**src/rtl/nested_loop_counter_pkg.sv**
```systemverilog
// Shared constants and FSM encoding for the nested loop counter.
package nested_loop_counter_pkg;
  localparam int MAX_LEVELS = 8;
  localparam int IDX_W      = 3;

  typedef enum logic {
    ST_IDLE = 1'b0,
    ST_RUN  = 1'b1
  } state_e;
endpackage

```
**src/rtl/nested_loop_counter_level.sv**
```systemverilog
// One loop level: bound register, wrapping counter and terminal-count flag.
module loop_level #(
  parameter int WIDTH = 8
) (
  input  logic             clk,
  input  logic             rst,
  input  logic             bound_we_i,
  input  logic [WIDTH-1:0] bound_din_i,
  input  logic             clear_i,
  input  logic             step_i,
  output logic [WIDTH-1:0] cnt_o,
  output logic             term_o
);
  logic [WIDTH-1:0] bound_q;
  logic [WIDTH-1:0] cnt_q;
  logic [WIDTH-1:0] cnt_d;
  logic [WIDTH-1:0] eff_bound;
  logic             term;

  // A bound of zero behaves as a single-iteration level.
  assign eff_bound = (bound_q == '0) ? WIDTH'(1) : bound_q;
  assign term      = (cnt_q == eff_bound - WIDTH'(1));

  always_comb begin
    cnt_d = cnt_q;
    if (clear_i) begin
      cnt_d = '0;
    end else if (step_i) begin
      cnt_d = term ? '0 : cnt_q + WIDTH'(1);
    end
  end

  always_ff @(posedge clk or negedge rst) begin
    if (!rst) begin
      bound_q <= WIDTH'(1);
      cnt_q   <= '0;
    end else begin
      cnt_q <= cnt_d;
      if (bound_we_i) begin
        bound_q <= bound_din_i;
      end
    end
  end

  assign cnt_o  = cnt_q;
  assign term_o = term;
endmodule

```
**src/rtl/nested_loop_counter.sv**
```systemverilog
// Nested loop counter: LEVELS cascaded loop_level counters, level 0 innermost,
// stepped by en in RUN; co marks the final step and done follows one cycle later.
module nested_loop_counter
  import nested_loop_counter_pkg::*;
#(
  parameter int LEVELS = 3,
  parameter int WIDTH  = 8
) (
  input  logic                    clk,
  input  logic                    rst,
  input  logic                    start,
  input  logic                    en,
  input  logic                    clr,
  input  logic                    bound_we,
  input  logic [IDX_W-1:0]        bound_idx,
  input  logic [WIDTH-1:0]        bound_din,
  output logic [LEVELS*WIDTH-1:0] cnt,
  output logic [LEVELS-1:0]       last,
  output logic                    busy,
  output logic                    co,
  output logic                    done
);
  state_e            state_q;
  logic              done_q;
  logic              run;
  logic              bound_wr;
  logic              clear;
  logic [LEVELS-1:0] term;
  logic [LEVELS:0]   inner_all;

  assign run      = (state_q == ST_RUN);
  assign bound_wr = bound_we & ~clr & ~run;
  assign clear    = clr | (~run & start);

  // inner_all[i]: every level below i sits at its terminal count.
  assign inner_all[0] = 1'b1;

  for (genvar i = 0; i < LEVELS; i++) begin : g_level
    assign inner_all[i+1] = inner_all[i] & term[i];

    loop_level #(.WIDTH(WIDTH)) u_level (
      .clk         (clk),
      .rst         (rst),
      .bound_we_i  (bound_wr & (bound_idx == IDX_W'(i))),
      .bound_din_i (bound_din),
      .clear_i     (clear),
      .step_i      (run & en & ~clr & inner_all[i]),
      .cnt_o       (cnt[i*WIDTH +: WIDTH]),
      .term_o      (term[i])
    );
  end

  assign last = inner_all[LEVELS:1];
  assign co   = run & en & inner_all[LEVELS];

  always_ff @(posedge clk or negedge rst) begin
    if (!rst) begin
      state_q <= ST_IDLE;
      done_q  <= 1'b0;
    end else begin
      done_q <= 1'b0;
      case (state_q)
        ST_IDLE: begin
          if (start && !clr) begin
            state_q <= ST_RUN;
          end
        end
        ST_RUN: begin
          if (clr) begin
            state_q <= ST_IDLE;
          end else if (co) begin
            state_q <= ST_IDLE;
            done_q  <= 1'b1;
          end
        end
        default: state_q <= ST_IDLE;
      endcase
    end
  end

  assign busy = run;
  assign done = done_q;
endmodule
```
**config.mk**
```make
export PLATFORM = sky130hd
export DESIGN_NAME = nested_loop_counter
export DESIGN_NICKNAME = d
export VERILOG_FILES = /design/src/rtl/nested_loop_counter_pkg.sv /design/src/rtl/nested_loop_counter_level.sv /design/src/rtl/nested_loop_counter.sv
export SDC_FILE = /design/constraint.sdc
export NUM_CORES = 1
export LEC_CHECK = 0
export ABC_AREA = 1
export BUFFER_PORTS_ARGS = -buffer_cell sky130_fd_sc_hd__buf_2
export CORE_MARGIN = 1.5
export CORE_UTILIZATION = 50
export CTS_CLUSTER_DIAMETER = 200
export DETAILED_ROUTE_END_ITERATION = 7
export HOLD_SLACK_MARGIN = 0.15
export PLACE_DENSITY = 0.7
export SETUP_SLACK_MARGIN = 0.2
export SYNTH_ARGS = -nofsm -noshare
export SYNTH_HDL_FRONTEND = slang
export SYNTH_HIERARCHICAL = 1
export SYNTH_SLANG_ARGS = --single-unit
export TNS_END_PERCENT = 1
```
**constraint.sdc**
```tcl
create_clock -name clk -period 5.65 [get_ports clk]
set_clock_uncertainty 0.2 [all_clocks]
set_input_delay 0.2825 -clock clk [delete_from_list [all_inputs] [get_ports clk]]
set_output_delay 0.2825 -clock clk [all_outputs]
set_load 0.03 [all_outputs]
```
==> metrics.txt <==
status completed; Worst Setup SP g_level[0].u_level/bound_q[3]; Post-DP HPWL 6010 um; Synth Instances 512; Syn. warnings 6; pwr/cell area 266 nW/um^2; post-synthesis register bit count 50; Worst Setup EP g_level[2].u_level/cnt_o[3]; CP Data Required Time 5.69 ns; Comb power frac 0.368; die footprint 7630 um^2; Synth cell types 30; area of the multi-input gates 2000 um^2; placed cell area 3870 um^2; Hold Path Class in -> reg; predominant post-synthesis flop cell dfrtp_1; WL per Instance 11.9 um; CP peak stage delay 0.44 ns; Hold Violations, Final 0; Slew Limit Fails 0; final setup violation count 0; Synth Area per Inst 6.95 um^2; NumNets Final 593; Int Pwr 0.000656 W; startpoint types register; sw frac 0.398; via count 3239; sequential cell area 1250 um^2; clk sink count 50; gpl congestion 0.881; Initial Util 0.521; # diodes 0; CTS Buffer Depth 2; design area 4100 um^2; I/O pins 47; fraction of registers with async set/reset 1.00; GRT Resource Usage Total 0.228; Vias per Instance 4.86; drt total wl 7930 um; Clk Latency, worst-skew pair 0.30 ns; Worst path slowest cell dfrtp_1; antenna viol nets, final 0; grt ovf 0; CP Class reg -> reg; Residual DRC 0; count of flip-flops with a built-in enable after synthesis 0; H-tree depth 2; minimum clock period 3.27 ns; clock transition at the registers of the reported paths 0.09 ns; Pleak 2.16 nW; DIE WIDTH 87.4 um; layout filler cell count 652; flop-to-flop setup slack 2.38 ns; vias in the first global route 3049; CTS buffer count 5; Slew HR 0.439; Final period util 0.578; die height 87.4 um; R2R depth 19; critical path peak fanout 9; CTS tree done; critical path's top delay family simple AND/OR/NAND/NOR gates; R2R Path End g_level[2].u_level/cnt_o[3]; VDD IR-drop max 0.120 mV; RSZ-0062 raised after global routing no; CTS resizes 0; sequential fraction of design power 0.433; NetSw 0.000434 W; Synth Cell Area 3560 um^2; first-pass GRT wire length 13800 um; CTS Root Buffer Type clkbuf_8; reg2reg start g_level[0].u_level/bound_q[3]; crit-path cells nor2_1 -> nand2_1 -> nor2_1 -> nor2_1 -> ha_1 -> xor2_1 -> nand3_2 -> nor2_2 -> nand2_2 -> nor2_4 -> nand3_4 -> inv_2 -> nand2_1 -> nor2_2 -> nor2_1 -> or2_1 -> nor3b_1 -> nand2_1 -> nand2_1; worst slew pin tran 0.838 ns; # hold bufs at CTS 13; # rows 30; number of max-cap violations 0; Fin Setup TNS 0 ns; WP buf/inv 1; Seq/Total Area, Yosys 0.353; Post-CTS Setup Inserts 0; Clk network pwr share 0.199; initial antenna violation count 0; Achievable Freq 306 MHz; port buffer count 46; Worst Path Arrival 3.31 ns; CORE AREA 6830 um^2; Mapped Nets 535; crit path capture type register; ratio of cells with drive above 1 in the final layout 0.215; largest net degree at the start of global routing 51; Initial DRC Count 170; Critical Path Stages 19; TritonRoute pass-1 iters 6; area delta synth->final 15.1%
-- Yosys cell counts (4+ instances only) --
cell type	count	area, um^2
nand4_1	9	56.3
o21ai_0	25	125
nor3_1	6	30.0
xnor2_1	11	96.3
nand2_2	10	62.6
nor2_1	43	161
ha_1	6	75.1
nor2_2	17	106
inv_2	17	63.8
nand2_1	176	661
xor2_1	15	131
nor2_4	8	90.1
inv_1	53	199
dfrtp_1	47	1180
nand3_1	28	140
nor3b_1	6	45.0
nand3_2	4	40.0
-- metal layers --
layer / wire, um / vias to the layer above / GRT usage
met1: 3830 / 1481 / 0.309
met3: 277 / 7 / 0.0360
met2: 3730 / 60 / 0.373
li1: - / 1691 / -
met4: 92 / 0 / 0.0722
met5: 0 / - / 0
-- cell families (layout without fill, tap and decap cells) --
| family | count (synthesis) | in the layout | synth area share |
|---|---|---|---|
| buffers and inverters | 79 | 138 | 0.0858 |
| and+or+nand+nor | 319 | 319 | 0.426 |
| adders and majority gates | 6 | 6 | 0.0211 |
| xor gates and xnor gates | 26 | 26 | 0.0640 |
| AOI/OAI and AO/OA | 30 | 30 | 0.0443 |
| muxes | 2 | 2 | 0.00633 |
| DFF | 50 | 50 | 0.353 |
-- area by class of cell --
class | count | share of cell area
inverters | 70 | 0.0641
clock inverters | 1 | 0.00122
multi-input cells | 383 | 0.488
repair buffers | 60 | 0.0898
clock buffers | 7 | 0.0211
well taps | 96 | 0.0293
flip-flops and latches | 50 | 0.306
-- power groups by stage --
stage	combinational [W]	clock, W	sequential, W
2_1_floorplan	0.000305	0	0.000476
3_3_place_gp	0.000385	0	0.000477
3_5_place_dp	0.000395	0	0.000479
4_1_cts	0.000403	0.000223	0.000472
5_1_grt	0.000457	0.000235	0.000480
6_report	0.000401	0.000217	0.000472
-- flip-flops by register name, indices dropped and copies added, names as in the netlist --
name / flops
g_level.u_level/bound_q: 24
g_level.u_level/cnt_o: 24
busy: 1
done: 1
-- tightest hold or removal path, stage by stage --
cell,delay [ns]
buf_2,0.08
nand2_2,0.07
nor2_4,0.13
nor2_2,0.11
nand2_1,0.07
nand2_1,0.04
-- placed cells by master (no fill, tap or decap), types with 3 or more instances in the layout --
master / instances
nand3_2: 4
clkbuf_8: 6
ha_1: 6
nand3_1: 28
nand2_4: 3
inv_1: 53
nand2_1: 176
xnor2_1: 11
nor3_1: 6
dfstp_2: 3
o21ai_0: 25
dlygate4sd3_1: 13
xor2_1: 15
nor2_2: 17
or2_1: 3
dfrtp_1: 47
and3_1: 3
nor2_1: 43
nand2_2: 10
nor3b_1: 6
buf_2: 46
nand3_4: 3
nor2_4: 8
a21oi_1: 3
nand4_1: 9
inv_2: 17
-- metrics by stage --
step	hold WS (ns)	instances	utilization	power, W	setup slack (ns)
after floorplan	-0.213	512	-	0.000781	2.74
after global placement	0.237	646	0.567	0.000862	2.49
after detailed placement	0.240	646	0.567	0.000873	2.41
after CTS	0.307	667	0.600	0.00110	2.38
after global routing	0.367	667	0.600	0.00117	1.98
final	0.314	667	0.600	0.00109	2.38
-- worst min path at each step --
stage,start,to,depth (start not counted)
after global placement,rst,g_level[0].u_level/cnt_o[3],2
after CTS,en,g_level[0].u_level/cnt_o[4],6
after detailed placement,rst,g_level[0].u_level/cnt_o[5],2
final,en,g_level[0].u_level/cnt_o[4],6
after global routing,en,g_level[0].u_level/cnt_o[5],6
after floorplan,rst,busy,0
(Power assumes the default switching activity.)
